==> src/rtl/seq_chk_pkg.sv <==
// Shared types and helpers for the seq_repeat_chk checker family.
// Optional statistics build: SEQ_REPEAT_CHK_STATS_EN.
package seq_chk_pkg;

    typedef enum logic {
        IDLE = 1'b0,
        RUN  = 1'b1
    } chk_state_e;

    localparam int REP_W = 8;

    // Increment that sticks at the all-ones value of a w-bit counter (w <= 32).
    function automatic logic [31:0] sat_inc(input logic [31:0] v, input int w);
        logic [31:0] max_v;
        max_v = (w >= 32) ? 32'hFFFF_FFFF : ((32'd1 << w) - 32'd1);
        return (v >= max_v) ? max_v : v + 32'd1;
    endfunction

endpackage

==> src/rtl/seq_repeat_chk_chan.sv <==
// One checker channel for a |=> b[*MIN_REP:MAX_REP] ##1 c.
// Optional pass/fail counters under SEQ_REPEAT_CHK_STATS_EN.
module seq_repeat_chk_chan
    import seq_chk_pkg::*;
#(
    parameter int MIN_REP = 0,
    parameter int MAX_REP = 2
`ifdef SEQ_REPEAT_CHK_STATS_EN
    ,
    parameter int CNT_W   = 16
`endif
) (
    input  logic             clk,
    input  logic             rst_n,
    input  logic             en,
    input  logic             a,
    input  logic             b,
    input  logic             c,
    output logic             busy,
    output logic             pass,
    output logic             fail,
`ifdef SEQ_REPEAT_CHK_STATS_EN
    output logic [CNT_W-1:0] pass_cnt,
    output logic [CNT_W-1:0] fail_cnt,
`endif
    output logic [REP_W-1:0] rep_cnt
);

    localparam logic [REP_W:0] MIN_R = (REP_W + 1)'(MIN_REP);
    localparam logic [REP_W:0] MAX_R = (REP_W + 1)'(MAX_REP);

    chk_state_e       state_q, state_d;
    logic [REP_W-1:0] rep_cnt_q, rep_cnt_d;
    logic             pass_q, pass_d;
    logic             fail_q, fail_d;
    logic [REP_W:0]   rep_inc;
    logic             min_ok;
    logic             max_ok;

    // Bounds are tested on count+1 so a zero bound never becomes a constant compare.
    always_comb begin
        rep_inc = {1'b0, rep_cnt_q} + (REP_W + 1)'(1);
        min_ok  = rep_inc > MIN_R;
        max_ok  = rep_inc <= MAX_R;
    end

    always_comb begin
        state_d   = state_q;
        rep_cnt_d = rep_cnt_q;
        pass_d    = 1'b0;
        fail_d    = 1'b0;
        unique case (state_q)
            IDLE: begin
                if (en && a) begin
                    state_d   = RUN;
                    rep_cnt_d = '0;
                end
            end
            RUN: begin
                if (c) begin
                    pass_d    = min_ok;
                    fail_d    = !min_ok;
                    state_d   = IDLE;
                    rep_cnt_d = '0;
                end else if (b && max_ok) begin
                    rep_cnt_d = rep_inc[REP_W-1:0];
                end else begin
                    fail_d    = 1'b1;
                    state_d   = IDLE;
                    rep_cnt_d = '0;
                end
            end
            default: begin
                state_d   = IDLE;
                rep_cnt_d = '0;
            end
        endcase
    end

    always_ff @(posedge clk or negedge rst_n) begin
        if (!rst_n) begin
            state_q   <= IDLE;
            rep_cnt_q <= '0;
            pass_q    <= 1'b0;
            fail_q    <= 1'b0;
        end else begin
            state_q   <= state_d;
            rep_cnt_q <= rep_cnt_d;
            pass_q    <= pass_d;
            fail_q    <= fail_d;
        end
    end

    assign busy    = (state_q == RUN);
    assign pass    = pass_q;
    assign fail    = fail_q;
    assign rep_cnt = rep_cnt_q;

`ifdef SEQ_REPEAT_CHK_STATS_EN
    logic [CNT_W-1:0] pass_cnt_q, pass_cnt_d;
    logic [CNT_W-1:0] fail_cnt_q, fail_cnt_d;

    // Counters advance on the same edge that raises the pulse they count.
    always_comb begin
        pass_cnt_d = pass_cnt_q;
        fail_cnt_d = fail_cnt_q;
        if (pass_d) pass_cnt_d = CNT_W'(sat_inc(32'(pass_cnt_q), CNT_W));
        if (fail_d) fail_cnt_d = CNT_W'(sat_inc(32'(fail_cnt_q), CNT_W));
    end

    always_ff @(posedge clk or negedge rst_n) begin
        if (!rst_n) begin
            pass_cnt_q <= '0;
            fail_cnt_q <= '0;
        end else begin
            pass_cnt_q <= pass_cnt_d;
            fail_cnt_q <= fail_cnt_d;
        end
    end

    assign pass_cnt = pass_cnt_q;
    assign fail_cnt = fail_cnt_q;
`endif

endmodule

==> config.mk <==
export PLATFORM = sky130hd
export DESIGN_NAME = seq_repeat_chk_chan
export DESIGN_NICKNAME = d
export VERILOG_FILES = /design/src/rtl/seq_chk_pkg.sv /design/src/rtl/seq_repeat_chk_chan.sv
export SDC_FILE = /design/constraint.sdc
export NUM_CORES = 1
export LEC_CHECK = 0
export ABC_AREA = 1
export CAP_MARGIN = 20
export CORE_MARGIN = 2
export CORE_UTILIZATION = 45
export DETAILED_ROUTE_END_ITERATION = 8
export PLACE_DENSITY = 0.86
export SLEW_MARGIN = 25
export SYNTH_ARGS = -nofsm -noshare
export SYNTH_HDL_FRONTEND = slang
export SYNTH_SLANG_ARGS = --single-unit
export TNS_END_PERCENT = 1
==> constraint.sdc <==
create_clock -name clk -period 1.76 [get_ports clk]
set_input_delay 0.44 -clock clk [delete_from_list [all_inputs] [get_ports clk]]
set_output_delay 0.44 -clock clk [all_outputs]
set_load 0.01 [all_outputs]
### Word level (Yosys, flattened, before mapping)

Cells that the tools add are included.

* register bits after elaboration: 11
* bits of input ports: 6
* word-level logic and storage cells: 25

* add/subtract/negate cells: 1
* order comparisons: 2
* equal/unequal tests: 1
* muxes and demuxes: 13
* bitwise operators: 1
* reductions and logical operators: 3

Operators with widths (number)
* 8-bit 2-to-1 mux: 3
* 8-bit one-hot mux with 2 select lines: 1
* 8-bit by 1-bit adder with 9-bit output (second input constant): 1
* 9-bit by 1-bit greater-than comparator with 1-bit output (second input constant): 1
* 9-bit by 2-bit <= comparator with 1-bit output (second input constant): 1
* 1-bit 2-to-1 mux: 8
* 1-bit logical AND: 2
* 2-bit inequality test (second input constant): 1
* 1-bit one-hot mux with 2 select lines: 1
* 1-bit logical NOT: 1
* 1-bit inverter: 1

### Longest topological paths before layout

* depth in word-level cells: 6
* mapped depth: 11

### Worst setup path after synthesis

OpenSTA, ideal clock, no wires.

* kind: flip-flop to flip-flop
* start: reg rep_cnt_q[0] (netlist: rep_cnt[0])
* end: reg fail_q (netlist: fail)
* data arrival time: 1310 ps
* path slack: 335 ps
* cell stages (with the launch flop): 10
* path through: dfrtp_1 ha_1 nand2_2 nor2_4 nand2_1 nand3_1 nor2_1 nand4_2 nand2_1 nor2_1

* cells in the longest elaborated chain, start to end: 6
* elaborated cells between the ends (all ways): 8

RTL lines
* from (decl): line seq_repeat_chk_chan.sv:33 `logic [REP_W-1:0] rep_cnt_q, rep_cnt_d;`
* from (signal assigned): line seq_repeat_chk_chan.sv:88 `rep_cnt_q <= rep_cnt_d;`
* 8-bit by 1-bit adder with 9-bit output *: line seq_repeat_chk_chan.sv:42 `rep_inc = {1'b0, rep_cnt_q} + (REP_W + 1)'(1);`
* 9-bit by 2-bit <= comparator with 1-bit output: line seq_repeat_chk_chan.sv:44 `max_ok = rep_inc <= MAX_R;`
* 1-bit logical AND: line seq_repeat_chk_chan.sv:65 `end else if (b && max_ok) begin`
* 1-bit 2-to-1 mux: line seq_repeat_chk_chan.sv:65
* 1-bit 2-to-1 mux *: line seq_repeat_chk_chan.sv:60 `if (c) begin`
* 1-bit 2-to-1 mux *: line seq_repeat_chk_chan.sv:52 `unique case (state_q)`
* named net fail_d: line seq_repeat_chk_chan.sv:35 `logic fail_q, fail_d;`
* to (signal assigned): line seq_repeat_chk_chan.sv:90 `fail_q <= fail_d;`
* to (decl): line seq_repeat_chk_chan.sv:35

The timed path passes the listed nets; every way through them passes the cells marked *.
A chain may end at the register's enable or synchronous reset.

### Final worst setup path

* start: reg rep_cnt_q[3] (netlist: rep_cnt[3])
* end: out rep_cnt[3]

RTL lines
* to (decl): line seq_repeat_chk_chan.sv:26 `output logic [REP_W-1:0] rep_cnt`

No word-level cell between the ends.

==> reports/metrics.yaml <==
clock_tree:
  cts_hold_buf: 0
  worstSkewPairLatency_ns: 0.27
  cts_tree: "yes"
  cts_setup_buffers: 0
  cts_root_buf: "clkbuf_4"
  clk_path_buf_depth: 2
  numCtsBuffers: 3
  htreeDepth: 1
  cts_resized: 0
  clock_sinks: 11
  clk_pin_slew_ns: 0.07
power:
  leakage_nw: 0.353
  power.density_mw_per_mm2: 882
  ir_worst_vdd_mv: 0.513
logic_synthesis:
  syn_area_per_cell_sq_um: 7.57
  yosysSeqAreaShare_pct: 44.9
  syn-num-nets: 89
  synth_top_family_by_area: "simple AND/OR/NAND/NOR gates"
  ys_ff_latch: 11
  syn_area_sq_um: 613
  yosysWarningCount: 0
  yosys.area_share.simple_pct: 33.7
  yosysUniqueCellTypes: 18
  synthXorXnorAreaFrac_pct: 0
  synth_mux_area_share_pct: 0
  syn_inst: 81
  synth_fa_ha_area_share_pct: 4.08
  synth-compound-area-share_pct: 8.16
outcome:
  status: "finished, final reports clean"
timing:
  fin_ws_ns: 0.0635
  slew_violations: 0
  final-hold-violation-count: 0
  fmax_mhz: 589
  setup-tns-final_ns: 0
  finalCriticalPeriod_ns: 1.70
  tightest_slew_ns: 0.499
  setup_viol: 0
  skew_ns: 0.00388
  rsz0062_at_grt: "false"
  hold_ws_ns: 0.504
  slew_headroom_pct: 66.6
  post-route-period-util_pct: 96.4
worst_setup_path:
  path_buf_inv: 1
  crit_path_end_kind: "output port"
  arrival_ns: 1.26
  cpPeakStageDelay_ns: 0.56
  worstPathCellList: "clkdlybuf4s50_1"
  cp_top_family: "buffers and inverters"
  path_class: "flip-flop to output port"
  worstPathRequired_ns: 1.32
  cp_slowest_cell: "clkdlybuf4s50_1"
  cp_max_fo: 5
  cp-start-kind: "flip-flop"
detailed_routing:
  wl_per_cell_um: 11.5
  viasPerCell: 4.83
  vias: 560
  drc_errors: 0
  totalWireLength_mm: 1.34
  drt-initial-drc-count: 14
  drtAntennaViolNets: 0
  drtPass1Iterations: 4
global_routing:
  grt_max_degree: 12
  overflow: 0
  antenna_found_initial: 0
  grt_usage_pct: 19.3
  grt_pass1_wl_mm: 2.08
  grt_pass1_vias: 470
floorplan:
  fp.dieW_um: 40.9
  io_pins: 17
  start_util_pct: 47.7
  rows: 13
  coreArea_sq_mm: 0.00128
  die_h_um: 40.9
  dieArea_sq_mm: 0.00167
cells_and_area:
  n_antenna_cell: 0
  n_fill_cell: 112
  nNetsFinal: 110
  area_growth_pct: 34.5
  drive_gt1_share_pct: 14.9
  multi_input_area_sq_um: 282
  seqCellArea_sq_um: 282
place:
  numPortBuffers: 16
  dp_hpwl_mm: 1.07
  gp_congestion: 0.844
  pre_cts_ws_ns: 0.188
hold_path:
  hold_path.class: "input pin to asynchronous set/reset pin"
flow_run:
  cap_violations: 0
==> power by group <==
group | total [mW] | switching (mW) | leakage [nW] | internal [mW]
Clock | 0.171 | 0.0835 | 0.0150 | 0.0877
Sequential | 0.334 | 0.0420 | 0.142 | 0.292
Combinational | 0.222 | 0.113 | 0.196 | 0.109
Total | 0.727 | 0.238 | 0.353 | 0.489
==> through the flow <==
| step | instance area [sq um] | utilization [%] | std cells | total power, mW |
|---|---|---|---|---|
| after floorplan | 613 | - | 81 | 0.439 |
| after global placement | 792 | 61.6 | 112 | 0.551 |
| after detailed placement | 792 | 61.6 | 112 | 0.557 |
| after CTS | 818 | 63.7 | 116 | 0.734 |
| after global routing | 825 | 64.2 | 116 | 0.785 |
| final | 825 | 64.2 | 116 | 0.727 |
==> cell type report <==
cell class | instances | share of cell area [%]
inverters | 15 | 6.83
repair buffers | 16 | 19.4
well taps | 15 | 2.28
multi-input cells | 55 | 34.1
clock buffers | 4 | 3.19
flip-flops and latches | 11 | 34.1
==> synth_stat cells <==
| library cell | count | area, sq um |
|---|---|---|
| nand2_1 | 21 | 78.8 |
| inv_1 | 13 | 48.8 |
| dfrtp_1 | 11 | 275 |
| nor2_1 | 10 | 37.5 |
| nand3_1 | 5 | 25.0 |
| a21oi_1 | 4 | 20.0 |
| ha_1 | 2 | 25.0 |
| inv_2 | 2 | 7.51 |
| nand4_1 | 2 | 12.5 |
| nor2_4 | 2 | 22.5 |
| o21ai_1 | 2 | 10.0 |
| nand2_2 | 1 | 6.26 |
| nand4_2 | 1 | 12.5 |
| nor3_1 | 1 | 5.00 |
| o211ai_1 | 1 | 7.51 |
| o21ai_0 | 1 | 5.00 |
| o21bai_1 | 1 | 7.51 |
| or2_2 | 1 | 6.26 |
==> layer usage <==
layer	wire, um	global-route usage (%)	vias up	share of wire [%]
met3	28	2.17	2	2.1
met5	0	0	-	0
li1	-	-	295	-
met2	647	28.5	9	48
met1	639	28.4	254	48
met4	22	7.50	0	1.6
==> final timing paths <==
kind / from / slack [ns] / depth (start not counted) / to
hold / removal: rst_n / 0.50 / 1 / rep_cnt[4]
max in group asynchronous: rst_n / 0.89 / 1 / busy
hold reg to reg: busy / 0.53 / 1 / busy
setup / recovery: rep_cnt[3] / 0.06 / 1 / rep_cnt[3]
setup reg to reg: rep_cnt[0] / 0.18 / 9 / fail
min in group clk: busy / 0.53 / 1 / busy
==> cells in the final DEF (no fill, tap or decap) <==
cell type / count
a21oi_1: 4
clkbuf_1: 1
clkbuf_4: 3
clkdlybuf4s50_1: 16
dfrtp_1: 6
dfrtp_2: 5
ha_1: 2
inv_1: 13
inv_2: 2
nand2_1: 21
nand2_2: 1
nand3_1: 5
nand4_1: 2
nand4_2: 1
nor2_1: 10
nor2_4: 2
nor3_1: 1
o211ai_1: 1
o21ai_0: 1
o21ai_1: 2
o21bai_1: 1
or2_2: 1
==> registers in the layout (all words and copies together), names as in the netlist <==
register and cells:
pass 1, rep_cnt 8, fail 1, busy 1
==> kinds of logic after synthesis <==
family / Yosys count
AND/OR/NAND/NOR: 44
buffers and inverters: 15
flip-flops: 11
AO/OA/AOI/OAI: 9
adder cells (fa/ha/maj): 2
No activity file was read; power rests on OpenSTA's default activity.
